**src/rtl/pll_lock_rst_seq.sv**
```systemverilog
// Brings up a PLL: pulses pll_rst, qualifies a stable lock, then releases sys_rst; re-enters lock wait on loss.
// Optional macro PLL_LOCK_RETRY_EN adds a WAIT_LOCK timeout that re-pulses pll_rst and counts retries.
module pll_lock_rst_seq #(
  parameter int PLL_RST_CYCLES      = 16,
  parameter int LOCK_STABLE_CYCLES  = 1024,
  parameter int LOCK_TIMEOUT_CYCLES = 65535
) (
  input  logic       refclk,
  input  logic       reset,
  input  logic       extlock,
  output logic       pll_rst,
  output logic       sys_rst,
  output logic       clk_ready,
  output logic [7:0] loss_cnt,
  output logic [7:0] retry_cnt
);

  typedef enum logic [1:0] {PLL_RST, WAIT_LOCK, STABLE, RUN} state_t;

  localparam logic [15:0] RST_LAST    = 16'(PLL_RST_CYCLES - 1);
  localparam logic [15:0] STABLE_LAST = 16'(LOCK_STABLE_CYCLES - 1);

  if (PLL_RST_CYCLES < 1 || PLL_RST_CYCLES > 65535 ||
      LOCK_STABLE_CYCLES < 1 || LOCK_STABLE_CYCLES > 65535 ||
      LOCK_TIMEOUT_CYCLES < 1 || LOCK_TIMEOUT_CYCLES > 65535) begin : g_param_check
    $error("pll_lock_rst_seq: cycle parameters must lie in 1..65535");
  end

  state_t      state;
  state_t      state_nxt;
  logic [15:0] cnt;
  logic        lock_m;
  logic        lock_s;
  logic        loss_evt;

  // extlock is asynchronous to refclk; only lock_s feeds decisions.
  always_ff @(posedge refclk) begin
    if (reset) begin
      lock_m <= 1'b0;
      lock_s <= 1'b0;
    end else begin
      lock_m <= extlock;
      lock_s <= lock_m;
    end
  end

`ifdef PLL_LOCK_RETRY_EN
  localparam logic [15:0] TIMEOUT_LAST = 16'(LOCK_TIMEOUT_CYCLES - 1);
  logic retry_evt;
`endif

  always_comb begin
    state_nxt = state;
    loss_evt  = 1'b0;
`ifdef PLL_LOCK_RETRY_EN
    retry_evt = 1'b0;
`endif
    unique case (state)
      PLL_RST: begin
        if (cnt == RST_LAST) state_nxt = WAIT_LOCK;
      end
      WAIT_LOCK: begin
        // A lock seen on the timeout cycle takes priority over the retry.
        if (lock_s) begin
          state_nxt = STABLE;
        end
`ifdef PLL_LOCK_RETRY_EN
        else if (cnt == TIMEOUT_LAST) begin
          state_nxt = PLL_RST;
          retry_evt = 1'b1;
        end
`endif
      end
      STABLE: begin
        if (!lock_s) state_nxt = WAIT_LOCK;
        else if (cnt == STABLE_LAST) state_nxt = RUN;
      end
      RUN: begin
        if (!lock_s) begin
          state_nxt = WAIT_LOCK;
          loss_evt  = 1'b1;
        end
      end
      default: state_nxt = PLL_RST;
    endcase
  end

  // Outputs decode the next state so they line up with the state register.
  always_ff @(posedge refclk) begin
    if (reset) begin
      state     <= PLL_RST;
      cnt       <= '0;
      pll_rst   <= 1'b1;
      sys_rst   <= 1'b1;
      clk_ready <= 1'b0;
      loss_cnt  <= '0;
    end else begin
      state <= state_nxt;
      if (state_nxt != state) cnt <= '0;
      else if (cnt != 16'hFFFF) cnt <= cnt + 16'd1;
      pll_rst   <= (state_nxt == PLL_RST);
      sys_rst   <= (state_nxt != RUN);
      clk_ready <= (state_nxt == RUN);
      if (loss_evt && loss_cnt != 8'hFF) loss_cnt <= loss_cnt + 8'd1;
    end
  end

`ifdef PLL_LOCK_RETRY_EN
  always_ff @(posedge refclk) begin
    if (reset) retry_cnt <= '0;
    else if (retry_evt && retry_cnt != 8'hFF) retry_cnt <= retry_cnt + 8'd1;
  end
`else
  assign retry_cnt = 8'd0;
`endif

endmodule
```
**config.mk**
```make
export PLATFORM = sky130hd
export DESIGN_NAME = pll_lock_rst_seq
export DESIGN_NICKNAME = d
export VERILOG_FILES = /design/src/rtl/pll_lock_rst_seq.sv
export SDC_FILE = /design/constraint.sdc
export NUM_CORES = 1
export LEC_CHECK = 0
export CORE_ASPECT_RATIO = 2
export CORE_MARGIN = 3
export CORE_UTILIZATION = 53
export CTS_BUF_LIST = sky130_fd_sc_hd__clkbuf_16
export DETAILED_ROUTE_END_ITERATION = 8
export PLACE_DENSITY_LB_ADDON = 0.2
export SETUP_SLACK_MARGIN = 0.02
export SYNTH_ARGS = -nofsm -noshare
export SYNTH_HDL_FRONTEND = slang
export SYNTH_SLANG_ARGS = --single-unit
```
**constraint.sdc**
```tcl
create_clock -name refclk -period 2 [get_ports refclk]
set_input_delay 0.3 -clock refclk [delete_from_list [all_inputs] [get_ports refclk]]
set_output_delay 0.3 -clock refclk [all_outputs]
set_load 0.05 [all_outputs]
```
==> flow_summary_export.csv <==
group,metric,value,unit
timing,fmax,545,MHz
floorplan,rows,26,
layout,instances_no_fill,218,
clock_network,cts_resized,0,
global_route,gr-total-overflow,0,
detailed_routing,drt-initial-drc-count,29,
logic_synthesis,synth_area,1480,um^2
timing,maxSlewHeadroom,66.3,%
layout,fin_nets,195,
pwr,p_leak,0.637,nW
floorplan,die_h,80.7,um
clock_network,cts_buffer_depth,2,
hold_path,hold_class,"reg2reg",
run_status,status,"complete, no violations",
logic_synthesis,yosysWarnings,0,
floorplan,boundaryPins,22,
clock_network,post_cts_buffers,0,
detailed_routing,totalWireLength,3020,um
timing,tightest_slew,504,ps
logic_synthesis,seq_area_frac_synth,41.9,%
detailed_routing,drtAntennaViolNets,0,
floorplan,die_area,3500,um^2
global_route,grt_pass1_wl,5150,um
timing,rsz0062_at_grt,"false",
clock_network,path_clk_slew,50,ps
pwr,power_density,798,nW/um^2
timing,min_period,1830,ps
clock_network,htreeDepth,2,
critical_path,cp.arrival,1990,ps
layout,diodes,0,
logic_synthesis,ys_ff_latch,31,
clock_network,numCtsBuffers,5,
layout,drive_gt1_share,8.42,%
critical_path,slowest_stage,"dfxtp_1",
critical_path,path_max_fanout,16,
place,place_ws,175,ps
layout,postLayoutCoreUtil,66.5,%
timing,fin_ws,166,ps
global_route,grt_start_max_net_pins,17,
critical_path,path_cells,"ha_1, nand3_1, nor3_4, and3_4, a21o_4, nor3_1",
timing,drv_slew,0,
timing,skew,5.20,ps
critical_path,crit_path_start_kind,"flip-flop",
clock_network,cts_root_buf,"clkbuf_16",
detailed_routing,viasPerCell,5.87,
critical_path,rr_endpoint,"cnt[6]$_SDFFE_PP0P_",
global_route,antenna_found_initial,0,
logic_synthesis,synthCells,173,
timing,setup_violations,0,
logic_synthesis,syn_avg_cell_area,8.56,um^2
clock_network,clkSinkCount,31,
logic_synthesis,synthFlopType,"dfxtp_1",
hold_path,holdPathStages,1,
clock_network,hold_buffers,0,
place,finalWeightedCongestion,0.904,
layout,fillers,222,
detailed_routing,drc,0,
critical_path,r2r_start,"cnt[0]$_SDFFE_PP0P_",
place,hpwl,2250,um
global_route,grt_usage,19.5,%
critical_path,critical_path_class,"reg2reg",
timing,final_min_period_over_clock_period,91.7,%
critical_path,required,2150,ps
critical_path,cp_slowest_stage_delay,380,ps
detailed_routing,vias,1280,
detailed_routing,wl_per_cell,13.9,um
pwr,ir_drop,0.708,mV
hold_path,hp-start,"lock_m$_SDFF_PP0_",
global_route,grt_pass1_vias,1213,
hold_path,holdPathEnd,"lock_s$_SDFF_PP0_",
floorplan,initial_core_util,56.9,%
critical_path,r2r_cells,6,
logic_synthesis,synth_edf_count,0,
critical_path,rrSetupSlack,170,ps
detailed_routing,drtPass1Iterations,4,
logic_synthesis,postSynth.asyncResetShare,0,%
floorplan,die_w,43.4,um
place,dp.cells,211,
timing,hold_viol,0,
clock_network,cts_tree,"done",
critical_path,end_kind,"flip-flop",
floorplan,core,2600,um^2
run,drv_cap,0,
place,portBuffers,13,
layout,syn_to_final_growth,17.0,%
logic_synthesis,synth.distinct_cells,39,
timing,setup_tns,0,ps
clock_network,clk_latency,270,ps
[sequential cells by signal, summed over array words and instances, names as in the netlist]
signal	cells
lock_m	1
cnt	16
pll_rst	1
lock_s	1
clk_ready	1
sys_rst	1
state	2
loss_cnt	8
[power breakdown]
| group | internal (mW) | switching [mW] |
|---|---|---|
| Clock | 0.445 | 0.240 |
| Combinational | 0.0138 | 0.0499 |
| Sequential | 0.626 | 0.00705 |
| Total | 1.08 | 0.297 |
[synthesized netlist by cell type (2+ instances only)]
library cell	count	area (um^2)
nor2_1	25	93.8
nor4_1	4	25.0
o21ai_0	2	10.0
and3_1	3	18.8
nand2_1	12	45.0
inv_1	4	15.0
nand3_1	10	50.1
a21oi_1	11	55.1
nor3_1	14	70.1
nor2b_1	3	18.8
nand4_1	2	12.5
xnor2_1	9	78.8
buf_4	8	60.1
a21o_1	2	15.0
a31oi_1	2	12.5
ha_1	2	25.0
dfxtp_1	31	621
a211oi_1	5	37.5
buf_2	2	10.0
mux2i_1	2	20.0
and3_2	2	15.0
[stage by stage]
| stage | power [mW] | cell area [um^2] | hold WS, ps |
|---|---|---|---|
| 6_report | 1.38 | 1730 | 458 |
| 5_1_grt | 1.43 | 1730 | 486 |
| 4_1_cts | 1.39 | 1730 | 458 |
| 3_5_place_dp | 0.709 | 1600 | 445 |
| 3_3_place_gp | 0.708 | 1600 | 429 |
| 2_1_floorplan | 0.711 | 1510 | 372 |
[layout by cell type (no fill, tap or decap), types with 2 or more instances in the layout]
cell / Yosys / final
a211oi_1: 5 / 5
a21o_1: 2 / 2
a21oi_1: 11 / 11
a31oi_1: 2 / 2
and3_1: 3 / 3
and3_2: 2 / 2
buf_4: 8 / 2
clkbuf_16: 0 / 5
clkdlybuf4s50_1: 0 / 13
conb_1: 1 / 8
dfxtp_1: 31 / 31
ha_1: 2 / 2
inv_1: 4 / 4
mux2i_1: 2 / 2
nand2_1: 12 / 12
nand3_1: 10 / 10
nand4_1: 2 / 2
nor2_1: 25 / 25
nor2b_1: 3 / 3
nor3_1: 14 / 14
nor4_1: 4 / 4
o21ai_0: 2 / 2
xnor2_1: 9 / 9
[worst max-delay path by stage]
stage	startpoint	end	slack [ps]
floorplan	loss_cnt[0]$_SDFFE_PP0P_	loss_cnt[5]$_SDFFE_PP0P_	170
global placement	cnt[11]$_SDFFE_PP0P_	cnt[4]$_SDFFE_PP0P_	240
detailed placement	cnt[0]$_SDFFE_PP0P_	cnt[14]$_SDFFE_PP0P_	170
CTS	loss_cnt[3]$_SDFFE_PP0P_	loss_cnt[3]	160
global route	cnt[0]$_SDFFE_PP0P_	cnt[9]$_SDFFE_PP0P_	30
finish	cnt[0]$_SDFFE_PP0P_	cnt[6]$_SDFFE_PP0P_	170
[cell families (layout without fill, tap and decap cells)]
group / count (synthesis) / after routing / synth area share [%]
AND/OR/NAND/NOR: 83 / 83 / 28.7
flip-flops: 31 / 31 / 41.9
AO/OA/AOI/OAI: 28 / 28 / 13.1
buffers and inverters: 16 / 26 / 7.02
XOR/XNOR: 10 / 10 / 5.92
adder cells (fa/ha/maj): 2 / 2 / 1.69
multiplexers: 2 / 2 / 1.35
other: 1 / 8 / 0.253
[area by class of cell]
cell class / count / area, um^2 / area share [%]
Multi-Input combinational cell: 133 / 782 / 45.2
Sequential cell: 31 / 621 / 35.8
Timing Repair Buffer: 15 / 145 / 8.38
Clock buffer: 5 / 125 / 7.23
Tap cell: 28 / 35.0 / 2.02
Inverter: 4 / 15.0 / 0.867
Clock inverter: 2 / 8.76 / 0.506
[per-layer routing]
| metal | vias up | share of wire (%) | track usage, % |
|---|---|---|---|
| met5 | - | 0 | 0 |
| met4 | 0 | 2.7 | 11.2 |
| met3 | 8 | 3.1 | 4.88 |
| met2 | 30 | 59 | 37.2 |
| met1 | 615 | 35 | 17.5 |
| li1 | 627 | - | - |
[worst max-delay path, delay by kind of cell, from the launching register on]
kind	cells	cell delay (ps)
simple gates	4	870
fa+ha+maj	1	230
compound gates	1	220
flops	1	380
Power figures use the tool's default switching activity.
